===== config.mk =====
export PLATFORM = sky130hd
export DESIGN_NAME = bus_control_sequencer_flat
export DESIGN_NICKNAME = d
export VERILOG_FILES = /design/src/rtl/bus_control_sequencer_if.sv /design/src/rtl/bus_control_sequencer.sv /design/src/flat_wrapper.sv
export SDC_FILE = /design/constraint.sdc
export NUM_CORES = 1
export LEC_CHECK = 0
export BUFFER_PORTS_ARGS = -buffer_cell sky130_fd_sc_hd__buf_2
export CAP_MARGIN = 10
export CORE_MARGIN = 3
export CORE_UTILIZATION = 43
export DETAILED_ROUTE_END_ITERATION = 16
export HOLD_SLACK_MARGIN = 0.02
export PLACE_DENSITY = 0.78
export SLEW_MARGIN = 15
export SYNTH_ARGS = -nofsm -noshare
export SYNTH_HDL_FRONTEND = slang
export SYNTH_SLANG_ARGS = --single-unit

===== constraint.sdc =====
create_clock -name clk -period 1.9 [get_ports clk]
set_input_delay 0.19 -clock clk [delete_from_list [all_inputs] [get_ports clk]]
set_output_delay 0.19 -clock clk [all_outputs]
set_load 0.01 [all_outputs]

===== src/rtl/bus_control_sequencer_if.sv =====
// CPU-side bus pins of the 8259A-style bus control sequencer.
// The CPU (or bench) drives the strobes and write data; the sequencer returns read data.
interface bus_control_sequencer_if #(
    parameter int unsigned DATA_WIDTH = 8
);
    logic                  CS_bar;
    logic                  RD_bar;
    logic                  WR_bar;
    logic                  A0;
    logic [DATA_WIDTH-1:0] data_bus_in;
    logic [DATA_WIDTH-1:0] data_bus_out;
    logic                  data_bus_oe;

    modport master (
        output CS_bar, RD_bar, WR_bar, A0, data_bus_in,
        input  data_bus_out, data_bus_oe
    );

    modport slave (
        input  CS_bar, RD_bar, WR_bar, A0, data_bus_in,
        output data_bus_out, data_bus_oe
    );
endinterface


===== src/rtl/bus_control_sequencer.sv =====
// Clocked 8259A bus control: write capture, ICW/OCW decode, init FSM and read-back mux.
// Optional poll-command support is enabled by defining BUS_CTRL_POLL_EN.
module bus_control_sequencer #(
    parameter int unsigned          DATA_WIDTH = 8,
    parameter logic [DATA_WIDTH-1:0] IMR_RESET = '0
) (
    input  logic                  clk,
    input  logic                  reset,
    bus_control_sequencer_if.slave bus,
    input  logic [DATA_WIDTH-1:0] irr_in,
    input  logic [DATA_WIDTH-1:0] isr_in,
    input  logic [DATA_WIDTH-1:0] poll_word_in,
    output logic                  icw1_wr,
    output logic                  icw2_wr,
    output logic                  icw3_wr,
    output logic                  icw4_wr,
    output logic                  ocw1_wr,
    output logic                  ocw2_wr,
    output logic                  ocw3_wr,
    output logic                  init_done,
    output logic                  ltim,
    output logic                  single,
    output logic                  ic4,
    output logic                  aeoi,
    output logic [4:0]            vector_base,
    output logic [DATA_WIDTH-1:0] cascade_cfg,
    output logic [DATA_WIDTH-1:0] imr,
    output logic [DATA_WIDTH-1:0] ocw2_cmd,
    output logic                  special_mask,
    output logic                  poll_ack
);

    typedef enum logic [2:0] {
        IDLE,
        WAIT_ICW2,
        WAIT_ICW3,
        WAIT_ICW4,
        READY
    } state_t;

    typedef enum logic {
        SEL_IRR,
        SEL_ISR
    } read_sel_t;

    state_t                state_q;
    state_t                state_d;
    read_sel_t             read_sel;

    logic                  wr_active;
    logic                  wr_active_q;
    logic                  commit;
    logic                  a0_q;
    logic [DATA_WIDTH-1:0] data_q;
    logic                  poll_pending;

    logic                  icw1_hit;
    logic                  icw2_hit;
    logic                  icw3_hit;
    logic                  icw4_hit;
    logic                  ocw1_hit;
    logic                  ocw2_hit;
    logic                  ocw3_hit;

    // ------------------------------------------------------------------
    // Write capture: the last data seen while the write is active commits
    // on the trailing edge of the combined CS/WR strobe.
    // ------------------------------------------------------------------
    assign wr_active = ~bus.CS_bar & ~bus.WR_bar;
    assign commit    = wr_active_q & ~wr_active;

    always_ff @(posedge clk) begin
        if (reset) begin
            wr_active_q <= 1'b0;
            a0_q        <= 1'b0;
            data_q      <= '0;
        end else begin
            wr_active_q <= wr_active;
            if (wr_active) begin
                a0_q   <= bus.A0;
                data_q <= bus.data_bus_in;
            end
        end
    end

    // ------------------------------------------------------------------
    // Initialisation FSM
    // ------------------------------------------------------------------
    always_ff @(posedge clk) begin
        if (reset) begin
            state_q <= IDLE;
        end else begin
            state_q <= state_d;
        end
    end

    always_comb begin
        state_d = state_q;
        if (icw1_hit) begin
            state_d = WAIT_ICW2;
        end else if (icw2_hit) begin
            if (!single) begin
                state_d = WAIT_ICW3;
            end else if (ic4) begin
                state_d = WAIT_ICW4;
            end else begin
                state_d = READY;
            end
        end else if (icw3_hit) begin
            state_d = ic4 ? WAIT_ICW4 : READY;
        end else if (icw4_hit) begin
            state_d = READY;
        end
    end

    // ICW1 is recognised in every state, so it must mask every other decode.
    always_comb begin
        icw1_hit = commit & ~a0_q & data_q[4];
        icw2_hit = commit & a0_q & (state_q == WAIT_ICW2);
        icw3_hit = commit & a0_q & (state_q == WAIT_ICW3);
        icw4_hit = commit & a0_q & (state_q == WAIT_ICW4);
        ocw1_hit = commit & a0_q & (state_q == READY);
        ocw2_hit = commit & ~a0_q & ~data_q[4] & ~data_q[3] & (state_q == READY);
        ocw3_hit = commit & ~a0_q & ~data_q[4] &  data_q[3] & (state_q == READY);
    end

    assign init_done = (state_q == READY);

    // ------------------------------------------------------------------
    // Command-word registers and one-cycle commit strobes
    // ------------------------------------------------------------------
    always_ff @(posedge clk) begin
        if (reset) begin
            icw1_wr      <= 1'b0;
            icw2_wr      <= 1'b0;
            icw3_wr      <= 1'b0;
            icw4_wr      <= 1'b0;
            ocw1_wr      <= 1'b0;
            ocw2_wr      <= 1'b0;
            ocw3_wr      <= 1'b0;
            ltim         <= 1'b0;
            single       <= 1'b0;
            ic4          <= 1'b0;
            aeoi         <= 1'b0;
            vector_base  <= '0;
            cascade_cfg  <= '0;
            imr          <= IMR_RESET;
            ocw2_cmd     <= '0;
            special_mask <= 1'b0;
            read_sel     <= SEL_IRR;
        end else begin
            icw1_wr <= icw1_hit;
            icw2_wr <= icw2_hit;
            icw3_wr <= icw3_hit;
            icw4_wr <= icw4_hit;
            ocw1_wr <= ocw1_hit;
            ocw2_wr <= ocw2_hit;
            ocw3_wr <= ocw3_hit;

            if (icw1_hit) begin
                ltim         <= data_q[3];
                single       <= data_q[1];
                ic4          <= data_q[0];
                imr          <= IMR_RESET;
                aeoi         <= 1'b0;
                special_mask <= 1'b0;
                read_sel     <= SEL_IRR;
            end
            if (icw2_hit) begin
                vector_base <= data_q[7:3];
            end
            if (icw3_hit) begin
                cascade_cfg <= data_q;
            end
            if (icw4_hit) begin
                aeoi <= data_q[1];
            end
            if (ocw1_hit) begin
                imr <= data_q;
            end
            if (ocw2_hit) begin
                ocw2_cmd <= data_q;
            end
            if (ocw3_hit) begin
                if (data_q[1]) begin
                    read_sel <= data_q[0] ? SEL_ISR : SEL_IRR;
                end
                if (data_q[6]) begin
                    special_mask <= data_q[5];
                end
            end
        end
    end

    // ------------------------------------------------------------------
    // Poll command
    // ------------------------------------------------------------------
`ifdef BUS_CTRL_POLL_EN
    logic oe_q;

    // The poll completes on the falling edge of the read enable, not on RD_bar alone.
    always_ff @(posedge clk) begin
        if (reset) begin
            oe_q         <= 1'b0;
            poll_pending <= 1'b0;
            poll_ack     <= 1'b0;
        end else begin
            oe_q     <= bus.data_bus_oe;
            poll_ack <= 1'b0;
            if (oe_q && !bus.data_bus_oe && poll_pending) begin
                poll_pending <= 1'b0;
                poll_ack     <= 1'b1;
            end
            if (icw1_hit) begin
                poll_pending <= 1'b0;
            end else if (ocw3_hit && data_q[2]) begin
                poll_pending <= 1'b1;
            end
        end
    end
`else
    logic unused_poll_word;

    assign poll_pending     = 1'b0;
    assign poll_ack         = 1'b0;
    assign unused_poll_word = ^poll_word_in;
`endif

    // ------------------------------------------------------------------
    // Read path
    // ------------------------------------------------------------------
    assign bus.data_bus_oe = ~bus.CS_bar & ~bus.RD_bar & bus.WR_bar;

    always_comb begin
        bus.data_bus_out = '0;
        if (bus.data_bus_oe) begin
`ifdef BUS_CTRL_POLL_EN
            if (poll_pending) begin
                bus.data_bus_out = poll_word_in;
            end else
`endif
            if (bus.A0) begin
                bus.data_bus_out = imr;
            end else if (read_sel == SEL_ISR) begin
                bus.data_bus_out = isr_in;
            end else begin
                bus.data_bus_out = irr_in;
            end
        end
    end

endmodule


===== src/flat_wrapper.sv =====
// flat-port wrapper written by rule: the top's interface ports become plain ports
module bus_control_sequencer_flat 
#(
    parameter int unsigned          DATA_WIDTH = 8,
    parameter logic [DATA_WIDTH-1:0] IMR_RESET = '0
)
  (clk, reset, irr_in, isr_in, poll_word_in, icw1_wr, icw2_wr, icw3_wr, icw4_wr, ocw1_wr, ocw2_wr, ocw3_wr, init_done, ltim, single, ic4, aeoi, vector_base, cascade_cfg, imr, ocw2_cmd, special_mask, poll_ack, bus_CS_bar, bus_RD_bar, bus_WR_bar, bus_A0, bus_data_bus_in, bus_data_bus_out, bus_data_bus_oe);
  bus_control_sequencer_if #(.DATA_WIDTH(DATA_WIDTH)) bus_i ();
  input  logic clk;
  input  logic reset;
  input  logic [DATA_WIDTH-1:0] irr_in;
  input  logic [DATA_WIDTH-1:0] isr_in;
  input  logic [DATA_WIDTH-1:0] poll_word_in;
  output logic icw1_wr;
  output logic icw2_wr;
  output logic icw3_wr;
  output logic icw4_wr;
  output logic ocw1_wr;
  output logic ocw2_wr;
  output logic ocw3_wr;
  output logic init_done;
  output logic ltim;
  output logic single;
  output logic ic4;
  output logic aeoi;
  output logic [4:0] vector_base;
  output logic [DATA_WIDTH-1:0] cascade_cfg;
  output logic [DATA_WIDTH-1:0] imr;
  output logic [DATA_WIDTH-1:0] ocw2_cmd;
  output logic special_mask;
  output logic poll_ack;
  input wire logic [$bits(bus_i.CS_bar)-1:0] bus_CS_bar;
  input wire logic [$bits(bus_i.RD_bar)-1:0] bus_RD_bar;
  input wire logic [$bits(bus_i.WR_bar)-1:0] bus_WR_bar;
  input wire logic [$bits(bus_i.A0)-1:0] bus_A0;
  input wire logic [$bits(bus_i.data_bus_in)-1:0] bus_data_bus_in;
  output wire logic [$bits(bus_i.data_bus_out)-1:0] bus_data_bus_out;
  output wire logic [$bits(bus_i.data_bus_oe)-1:0] bus_data_bus_oe;
  assign bus_i.CS_bar = bus_CS_bar;
  assign bus_i.RD_bar = bus_RD_bar;
  assign bus_i.WR_bar = bus_WR_bar;
  assign bus_i.A0 = bus_A0;
  assign bus_i.data_bus_in = bus_data_bus_in;
  assign bus_data_bus_out = bus_i.data_bus_out;
  assign bus_data_bus_oe = bus_i.data_bus_oe;
  bus_control_sequencer #(.DATA_WIDTH(DATA_WIDTH), .IMR_RESET(IMR_RESET)) u_core (.clk(clk), .reset(reset), .bus(bus_i), .irr_in(irr_in), .isr_in(isr_in), .poll_word_in(poll_word_in), .icw1_wr(icw1_wr), .icw2_wr(icw2_wr), .icw3_wr(icw3_wr), .icw4_wr(icw4_wr), .ocw1_wr(ocw1_wr), .ocw2_wr(ocw2_wr), .ocw3_wr(ocw3_wr), .init_done(init_done), .ltim(ltim), .single(single), .ic4(ic4), .aeoi(aeoi), .vector_base(vector_base), .cascade_cfg(cascade_cfg), .imr(imr), .ocw2_cmd(ocw2_cmd), .special_mask(special_mask), .poll_ack(poll_ack));
endmodule

== After elaboration in Yosys (flattened, before gate mapping) ==
Index checks and enable logic that the tools add are counted.
W data, S select, Z words.

* Bits of input ports: 38
* Register bits: 55
* Word-level logic and storage cells: 74
* Output and inout port bits: 52

* Multiplexer cells: 20
* Reduce and logical (&&, ||, !) cells: 5
* Bitwise logic cells: 23
* Equal/unequal tests: 4

{| class="wikitable"
|+ Operator list
! kind !! number
|-
| $mux W8 || 5
|-
| $and A1 B1 Y1 || 16
|-
| $mux W3 || 5
|-
| $mux W1 || 10
|-
| $not A1 Y1 || 7
|-
| $eq A3 B2 Y1 const B || 2
|-
| $reduce_bool A2 Y1 || 2
|-
| $reduce_bool A4 Y1 || 1
|-
| $eq A3 B1 Y1 const B || 1
|-
| $eq A3 B3 Y1 const B || 1
|-
| $reduce_bool A3 Y1 || 1
|-
| $reduce_or A2 Y1 || 1
|}

== Depth between registers and ports, before layout ==
Gate-level depths: netlist of run 1.

* Word-level depth: 10
* Gate-level depth with buffers: 5
* Mapped depth without buffers: 3

== Worst setup path before layout of run 1 ==
No wires, ideal clock.

* Path type: register -> register
* Start: register u_core.state_q[2]
* End: register u_core.imr[4]
* Path buffers: 2
* Arrival: 1.266 ns
* Clock period less this slack: 1.388 ns
* Cell stages (with the launch flop): 6
* Setup time: 0.122 ns
* Required time: 1.778 ns
* Slack: 0.512 ns
* Cells stage by stage: dfxtp_1 buf_4 nor3b_4 and4_1 buf_4 a221o_1

* Cells in the longest elaborated chain, start to end: 3
* Elaborated cells between the ends (all ways): 4
* Classes of those cells: eq/ne: 1; mux: 1; bitwise: 1; reduce/logical: 1

{| class="wikitable"
|+ Ends and longest elaborated chain
! item !! line !! source
|-
| start, declared || bus_control_sequencer.sv:46 || <nowiki>state_t state_q;</nowiki>
|-
| start signal, assigned || bus_control_sequencer.sv:93 || <nowiki>state_q <= state_d;</nowiki>
|-
| $eq A3 B3 Y1 (*) || - ||
|-
| net init_done || flat_wrapper.sv:21 || <nowiki>output logic init_done;</nowiki>
|-
| $and A1 B1 Y1 (*) || bus_control_sequencer.sv:122 || <nowiki>ocw1_hit = commit & a0_q & (state_q == READY);</nowiki>
|-
| $mux W8 or $reduce_bool A2 Y1 (tied branches) || - ||
|-
| end signal, assigned || bus_control_sequencer.sv:179 || <nowiki>imr <= data_q;</nowiki>
|-
| end, declared || bus_control_sequencer.sv:27 || <nowiki>output logic [DATA_WIDTH-1:0] imr,</nowiki>
|}

Mark *: on every way through the listed nets, which the timed path passes. The rest lies on a longest branch.
A chain may end at the register's enable or synchronous reset.

== Final worst setup path of run 1 ==
* Start: register u_core.read_sel
* End: output bus_data_bus_out[7]

* Cells in the longest elaborated chain, start to end: 3

{| class="wikitable"
|+ Ends and longest elaborated chain
! item !! line !! source
|-
| start, declared || bus_control_sequencer.sv:48 || <nowiki>read_sel_t read_sel;</nowiki>
|-
| start signal, assigned || bus_control_sequencer.sv:186 || <nowiki>read_sel <= data_q[0] ? SEL_ISR : SEL_IRR;</nowiki>
|-
| $mux W8 || bus_control_sequencer.sv:244 || <nowiki>end else if (read_sel == SEL_ISR) begin</nowiki>
|-
| $mux W8 || bus_control_sequencer.sv:242 || <nowiki>if (bus.A0) begin</nowiki>
|-
| $mux W8 || bus_control_sequencer.sv:236 || <nowiki>if (bus.data_bus_oe) begin</nowiki>
|-
| end, declared || flat_wrapper.sv:37 || <nowiki>output wire logic [$bits(bus_i.data_bus_out)-1:0] bus_data_bus_out;</nowiki>
|}

Every way passes these cells.

==> results.txt, run 1 <==
Hold_ws - 0.114 ns
Final worst path period share - 0.948
Final HPWL DP - 4480 µm
Slowest cell on the critical path - dfxtp_1
DR vias - 2,279
Clock sink count - 55
Starting density of the core - 0.463
Clk slew on worst S/H paths - 0.09 ns
IO Pins - 90
Area contributors post-synth - dfxtp_1, mux2i_1, nand2_1, a21oi_1, mux2_2
Post-Layout Cell Count - 414
Later-pin clock latency in the skew report - 0.31 ns
Worst R2R Path Depth - 3
Leakage power - 0.00132 µW
Die X - 81.6 µm
Worst setup path class - flop to primary output
Register area share after synthesis - 0.449
Site Rows - 26
Max-slew headroom - 0.388
Overall power - 1920 µW
# resized after CTS - 0
DRT Pass-1 Iters - 4
Cells on Worst Hold Path - 3
Setup total negative slack - 0 ns
Vias per inst - 5.50
WL final - 6350 µm
Postcts setup bufs - 0
Worst-Margin Slew - 0.912 ns
Largest area contributor in the netlist - dfxtp_1
DRC viols - 0
TritonCTS clock tree - built
VDD IR-drop max - 0.563 mV
Post-synth top cells - dfxtp_1, nand2_1, a21oi_1, mux2i_1, nor2_1
Fraction of registers with async set/reset - 0
Post-synth EDFFs - 0
Setup Skew - 0.00483 ns
CP Max Fanout - 9
Global-route wire length before repair - 9640 µm
Worst reg2reg startpoint - u_core.wr_active_q
H-tree Lvls - 2
Final min period - 1.80 ns
Slew Viols, Final - 0
Hold buffer count at CTS - 0
Layout cells sized above 1 - 0.311
1st-iter DRT viols - 186
Max_cap viols - 0
Die Ht - 81.6 µm
Mapped Cells - 275
Endpoint, Worst Hold - u_core.data_q[6]
Total track usage - 0.191
Post-Syn Area - 0.00245 mm²
TritonCTS Buffers - 5
Area Growth Syn to Fin - 20.0%
Arrival @ worst endpoint - 1.61 ns
Initial antenna violation count - 0
Grt total ovfl - 0
Number of I/O port buffers - 80
Yosys warns - 0
Nets - 383
Achievable frequency - 555 MHz
Syn avg cell area - 8.93 µm²
R2R Setup Slk - 0.25 ns
Final setup vio count - 0
Antenna cells - 0
Syn nets - 313
Most common cell in the netlist - dfxtp_1
Top-area cell type share of the netlist area - 0.449
Seq cells post-synth - 55
Core box area - 0.00530 mm²
Final hold viol count - 0
Hold crit path type - input port to flop
Number of distinct library cells after synthesis - 43
Power Density - 651 mW/mm²
Hold Startpoint - bus_data_bus_in[6]
Max Buffers Root-to-Sink - 2
GPL Wtd Cong - 0.816
Inst Count DP - 408
Per-cell routed wire length - 15.3 µm
Status - complete, no violations
Vias in the first global route - 2,003
Synth Flop Type - dfxtp_1
Antenna-violating nets left - 0
Critical Path Source Type - flop
Root buffer selected by CTS - clkbuf_8
Worst path max stage delay - 0.58 ns
Setup crit end kind - primary output
Pin count of the biggest net entering global routing - 25
CP Cell Sequence - mux2_2 > mux2i_1 > nor2_1 > buf_2
Reg-to-reg critical path endpoint - u_core.vector_base[2]
RSZ-0062 raised after global routing - false
Crit path required time - 1.71 ns
Die Area - 0.00665 mm²
where the power goes:
part	total, µW	internal, µW	switching, µW	leakage, µW
combinational	138	56.5	81.0	0.000844
clock	598	247	352	0.0000371
sequential	1180	1160	21.4	0.000444
cells in the final DEF, fill, tap and decap left out, types with 5 or more instances in the layout:
master	instances
a21oi_1	22
and3_1	8
mux2i_1	22
nand3_1	13
nor3_1	5
nor2_1	14
clkbuf_8	5
buf_2	80
o21ai_0	13
nor2b_1	8
buf_4	8
mux2_2	8
dfxtp_1	55
nand2_1	39
a221o_1	7
through the flow:
| step | cell area (µm²) | util | setup WS [ns] |
|---|---|---|---|
| 6_report | 2950 | 0.556 | 0.0995 |
| 5_1_grt | 2950 | 0.556 | 0.00691 |
| 4_1_cts | 2950 | 0.556 | 0.0882 |
| 3_5_place_dp | 2870 | 0.542 | 0.249 |
| 3_3_place_gp | 2870 | 0.542 | 0.204 |
| 2_1_floorplan | 2450 | - | 0.512 |
registers in the layout (all words and copies together), names as in the netlist, 3 cells and up:
signal	count
u_core.cascade_cfg	8
u_core.data_q	8
u_core.state_q	3
u_core.imr	8
u_core.ocw2_cmd	8
u_core.vector_base	5
metal layers:
layer / vias to the layer above / GRT usage / wire (µm)
li1: 1108 / - / -
met1: 1052 / 0.260 / 2930
met2: 112 / 0.292 / 2760
met3: 7 / 0.0417 / 557
met4: 0 / 0.0743 / 97
met5: - / 0 / 0
cell families (layout without fill, tap and decap cells):
| logic type | count (synthesis) | in the layout | share of synthesized area |
|---|---|---|---|
| multiplexers | 30 | 30 | 0.126 |
| AND/OR/NAND/NOR | 103 | 103 | 0.218 |
| other | 1 | 1 | 0.00153 |
| buffers and inverters | 30 | 99 | 0.0601 |
| AO/OA/AOI/OAI | 56 | 56 | 0.146 |
| flip-flops | 55 | 55 | 0.449 |
critical path, delay by kind of cell (launching register included):
kind	cells	cell delay [ns]
buffers and inverters	1	0.15
flip-flops	1	0.58
multiplexers	2	0.52
AND/OR/NAND/NOR	1	0.06
area by class of cell:
| cell class | count | area (µm²) |
|---|---|---|
| fillers | 504 | 2360 |
| multi-input cells | 190 | 1210 |
| flip-flops and latches | 55 | 1100 |
| repair buffers | 88 | 460 |
| well taps | 70 | 87.6 |
| clock buffers | 6 | 72.6 |
| inverters | 5 | 18.8 |
worst max path at each step:
stage	startpoint	endpoint	slack (ns)
after detailed placement	bus_CS_bar	u_core.vector_base[0]	0.25
after floorplan	u_core.state_q[2]	u_core.imr[4]	0.51
after global placement	bus_CS_bar	u_core.vector_base[0]	0.20
after CTS	u_core.read_sel	bus_data_bus_out[7]	0.09
final	u_core.read_sel	bus_data_bus_out[7]	0.1
after global routing	u_core.read_sel	bus_data_bus_out[6]	0.007
Power figures use the tool's default switching activity.
==> run 2, diff against run 1 <==
--- a/config.mk
+++ b/config.mk
@@ -12,7 +12,8 @@
 export DETAILED_ROUTE_END_ITERATION = 16
 export HOLD_SLACK_MARGIN = 0.02
 export PLACE_DENSITY = 0.78
-export SLEW_MARGIN = 15
+export SETUP_SLACK_MARGIN = 0.5
+export SLEW_MARGIN = 20
 export SYNTH_ARGS = -nofsm -noshare
 export SYNTH_HDL_FRONTEND = slang
 export SYNTH_SLANG_ARGS = --single-unit
==> run 2 against run 1 <==
Sequential share of layout area decreased by 0.89 points. Largest power group unchanged. Highest routed layer unchanged. Clock power decreased by 1%. Die area unchanged. Wire length increased by 2.5%. Count of clock-buffer cells in the layout unchanged. Combinational power about the same. Hold slack improved by 0.0058 ns. Power decreased by 0.57%. Largest cell class unchanged.
==> results.txt, run 2 (synthesized netlist as in run 1, its figures left out) <==
Status - complete, no violations
Buf/Inv on CP - 1
DR vias - 2,291
Slowest cell on the critical path - dfxtp_4
Antenna-violating nets left - 0
Core box area - 0.00530 mm²
Die X - 81.6 µm
Leading cell type in the layout, fill and taps excluded - buf_2
H-tree Lvls - 2
Critical Path Source Type - flop
Final worst path period share - 0.850
Final hold viol count - 0
VDD IR-drop max - 0.558 mV
Number of I/O port buffers - 80
Nets - 390
Leakage power - 0.00137 µW
RSZ-0062 raised after global routing - true
Worst R2R Path Depth - 4
Worst setup path class - flop to primary output
WL final - 6510 µm
Cells on Worst Hold Path - 3
Arrival @ worst endpoint - 1.42 ns
Per-cell routed wire length - 15.5 µm
Worst setup margin - 0.286 ns
Die Ht - 81.6 µm
Power Density - 621 mW/mm²
CP Max Fanout - 9
Clock sink count - 55
IO Pins - 90
Slew Viols, Final - 0
GPL Wtd Cong - 0.816
Total track usage - 0.194
DRT Pass-1 Iters - 4
Delay-heaviest family, CP - multiplexers
Global-route wire length before repair - 9780 µm
Area Growth Syn to Fin - 25.2%
DRC viols - 0
Pre-CTS WS - 0.249 ns
Register area - 0.00112 mm²
Crit path required time - 1.71 ns
CP Depth - 4
Later-pin clock latency in the skew report - 0.30 ns
Final min period - 1.61 ns
Worst path max stage delay - 0.43 ns
Antenna cells - 0
Worst-Margin Slew - 0.586 ns
Setup total negative slack - 0 ns
Setup crit end kind - primary output
Site Rows - 26
Vias in the first global route - 2,034
TritonCTS Buffers - 5
CP Cell Sequence - mux2_2 > mux2i_1 > nor2_1 > buf_2
Commonest non-fill, non-tap cells in the layout - buf_2, dfxtp_1, nand2_1
Hold crit path type - input port to flop
Max_cap viols - 0
Starting density of the core - 0.463
Final setup vio count - 0
1st-iter DRT viols - 195
Initial antenna violation count - 0
Clk slew on worst S/H paths - 0.09 ns
Grt total ovfl - 0
Root buffer selected by CTS - clkbuf_8
Final HPWL DP - 4480 µm
Fillers - 482
Max-slew headroom - 0.608
Pin count of the biggest net entering global routing - 25
Max Buffers Root-to-Sink - 2
Vias per inst - 5.44
TritonCTS clock tree - built
Die Area - 0.00665 mm²
Achievable frequency - 619 MHz
Setup Skew - 0.00690 ns
Area of the multi-input gates - 0.00125 mm²
Layout cells sized above 1 - 0.362
## run 2: final cells by class
type,instances,area share
multi-input cells,190,0.406
flip-flops and latches,55,0.365
repair buffers,95,0.171
well taps,70,0.0285
clock buffers,6,0.0236
inverters,5,0.00611
## run 2: where the power goes
group | switching [µW] | internal (µW)
Combinational | 81.8 | 57.8
Clock | 344 | 247
Sequential | 22.3 | 1160
## run 2: path summary, 6_finish.rpt
path                           endpoint  slack [ns]                   from
setup / recovery    bus_data_bus_out[7]        0.29        u_core.read_sel
hold / removal         u_core.data_q[6]        0.12     bus_data_bus_in[6]
setup reg to reg      u_core.state_q[0]        0.46     u_core.wr_active_q
hold reg to reg   u_core.vector_base[0]        0.46  u_core.vector_base[0]
## run 2: timing repair
action,4_1_cts,5_1_grt
endpoints found under the hold margin,0,0
hold buffers,0,0
resized for setup,13,10
pin swaps,0,1
setup endpoints to repair,50,47
buffers inserted,2,5
## run 2: layer usage
layer,GRT usage,share of wire
met2,0.296,0.44
met5,0,0
met4,0.0878,0.019
met1,0.259,0.44
met3,0.0461,0.10
## run 2: stage by stage
step | area (µm²) | cells | power, µW | utilization | hold WS [ns]
after global routing | 3070 | 421 | 1980 | 0.580 | 0.129
after CTS | 2990 | 416 | 1920 | 0.563 | 0.112
after floorplan | 2450 | 275 | 1280 | - | 0.326
after detailed placement | 2870 | 408 | 1340 | 0.542 | 0.440
after global placement | 2870 | 408 | 1340 | 0.542 | 0.434
final | 3070 | 421 | 1910 | 0.580 | 0.120
## run 2: worst min-delay path: stages
cell and delay, ns:
buf_2 0.09, nand2_1 0.04, a21oi_1 0.05
==> run 3, diff against run 2 <==
==> constraint.sdc (replaced) <==
create_clock -name clk -period 1.6 [get_ports clk]
set_input_delay 0.16 -clock clk [delete_from_list [all_inputs] [get_ports clk]]
set_output_delay 0.16 -clock clk [all_outputs]
set_load 0.01 [all_outputs]
==> run 3 against run 2 <==
Critical path type unchanged. Largest power group unchanged. Design area increased by 22%. Critical path depth increased by 1. Via count increased by 12%. Combinational power increased by 79%. Worst setup slack got worse by 0.33 ns. The flow now finishes with violations (negative setup slack). Non-clock buffer count increased by 30. First-iteration DRC count increased by 5.1%. Sequential power increased by 19%.
==> results.txt, run 3 (synthesized netlist as in run 1, its figures left out) <==
Number of I/O port buffers - 80
Met3 Use GR - 0.0515
Worst R2R Path Depth - 4
Final hold viol count - 0
Fillers - 357
GR peak layer - met2
Grt total ovfl - 0
Power Density - 640 mW/mm²
TritonCTS clock tree - built
Clock sink count - 55
Reg-to-reg critical path endpoint - u_core.ocw2_cmd[0]
Layout cells sized above 1 - 0.559
Arrival @ worst endpoint - 1.49 ns
Crit path required time - 1.44 ns
H-tree Lvls - 2
Vias per inst - 5.66
Area of the multi-input gates - 0.00157 mm²
Endpoint, Worst Hold - u_core.data_q[3]
Leakage power - 0.00162 µW
Setup crit end kind - primary output
Commonest non-fill, non-tap cells in the layout - buf_2, dfxtp_1, nand2_1
Die X - 81.6 µm
Hold crit path type - input port to flop
RSZ-0062 raised after global routing - true
Met1 global-route usage - 0.294
Worst reg2reg startpoint - u_core.state_q[2]
Achievable frequency - 606 MHz
Crit path launch - u_core.read_sel
Worst setup margin - -0.0494 ns
Cells on Worst Hold Path - 3
Initial antenna violation count - 0
DRC viols - 0
Pre-CTS WS - 0.0989 ns
Root buffer selected by CTS - clkbuf_8
Worst setup path class - flop to primary output
Util after Layout - 0.710
Antenna cells - 0
Antenna-violating nets left - 0
Die Ht - 81.6 µm
Per-cell routed wire length - 18.5 µm
Final worst path period share - 1.03
Pin count of the biggest net entering global routing - 30
GPL Wtd Cong - 0.941
Critical Path Source Type - flop
R2R Setup Slk - 0.10 ns
Core box area - 0.00530 mm²
Die Area - 0.00665 mm²
Overall power - 2410 µW
Setup Skew - 0.0103 ns
Later-pin clock latency in the skew report - 0.32 ns
VDD IR-drop max - 0.484 mV
Delay-heaviest family, CP - multiplexers
Total track usage - 0.241
CP Max Fanout - 8
Vias in the first global route - 2,525
Slowest cell on the critical path - dfxtp_2
DR vias - 2,563
Post-DP Area - 0.00297 mm²
WL final - 8390 µm
Area Growth Syn to Fin - 53.3%
Routing usage on met2 - 0.414
Worst path max stage delay - 0.37 ns
Clk slew on worst S/H paths - 0.10 ns
Hold Startpoint - bus_data_bus_in[3]
Global-route wire length before repair - 12,400 µm
Buf/Inv on CP - 2
Site Rows - 26
Max Buffers Root-to-Sink - 2
IO Pins - 90
TritonCTS Buffers - 5
Leading cell type in the layout, fill and taps excluded - buf_2
Finished Cell Area - 0.00376 mm²
Final min period - 1.65 ns
Max_cap viols - 0
1st-iter DRT viols - 205
Violated checks - negative setup slack
Register area - 0.00112 mm²
Slew Viols, Final - 0
Status - finished with violations
Nets - 420
Final setup vio count - 8
DRT Pass-1 Iters - 4
Starting density of the core - 0.463
CP Cell Sequence - buf_8 > mux2_4 > mux2i_1 > nor2_1 > buf_2
Final HPWL DP - 4560 µm
-- run 3: changes by cell type in the layout (fill, tap and decap cells not counted), sizes merged --
| cell | before | now |
|---|---|---|
| buf | 95 | 125 |
| clkinv | 0 | 1 |
| clkinvlp | 0 | 1 |
-- run 3: cell type report --
class / instances / share of cell area
Clock buffer: 6 / 0.0193
Clock inverter: 2 / 0.00333
Inverter: 5 / 0.00565
Multi-Input combinational cell: 190 / 0.417
Sequential cell: 55 / 0.299
Tap cell: 70 / 0.0233
Timing Repair Buffer: 125 / 0.232
-- run 3: worst register-to-register path: stages (launching register included) --
cell     delay (ns)
dfxtp_4        0.40
nor3b_4        0.39
and3_4         0.30
buf_6          0.14
mux2i_1        0.20
-- run 3: per-layer routing --
| metal | share of wire | up-vias | routed length [µm] |
|---|---|---|---|
| met5 | 0 | - | 0 |
| met4 | 0.020 | 0 | 168 |
| met3 | 0.082 | 19 | 687 |
| met2 | 0.50 | 135 | 4180 |
| met1 | 0.40 | 1227 | 3360 |
| li1 | - | 1182 | - |
-- run 3: per-stage QoR --
stage,cells,hold WS (ns),TNS (ns)
floorplan,275,0.296,0
global placement,416,0.403,0
detailed placement,416,0.406,0
CTS,445,0.0662,-0.168
global route,453,0.0842,-0.719
finish,453,0.0739,-0.238
-- run 3: how the worst max path moves through the flow --
| stage | end | cells after the start |
|---|---|---|
| after floorplan | u_core.ocw2_cmd[0] | 5 |
| after global placement | u_core.vector_base[4] | 3 |
| after detailed placement | u_core.vector_base[3] | 3 |
| after CTS | bus_data_bus_out[0] | 5 |
| after global routing | bus_data_bus_out[5] | 5 |
| final | bus_data_bus_out[0] | 5 |
-- run 3: where the power goes --
| part | switching (µW) | internal [µW] | total, µW |
|---|---|---|---|
| registers | 26.9 | 1370 | 1400 |
| logic | 137 | 114 | 251 |
| clock network | 450 | 307 | 757 |
-- run 3: timing repair --
action	CTS	global route
buffers inserted	19	8
hold buffers	0	0
gates cloned	2	0
pin swaps	31	18
setup endpoints to repair	53	54
gates resized for setup	94	40
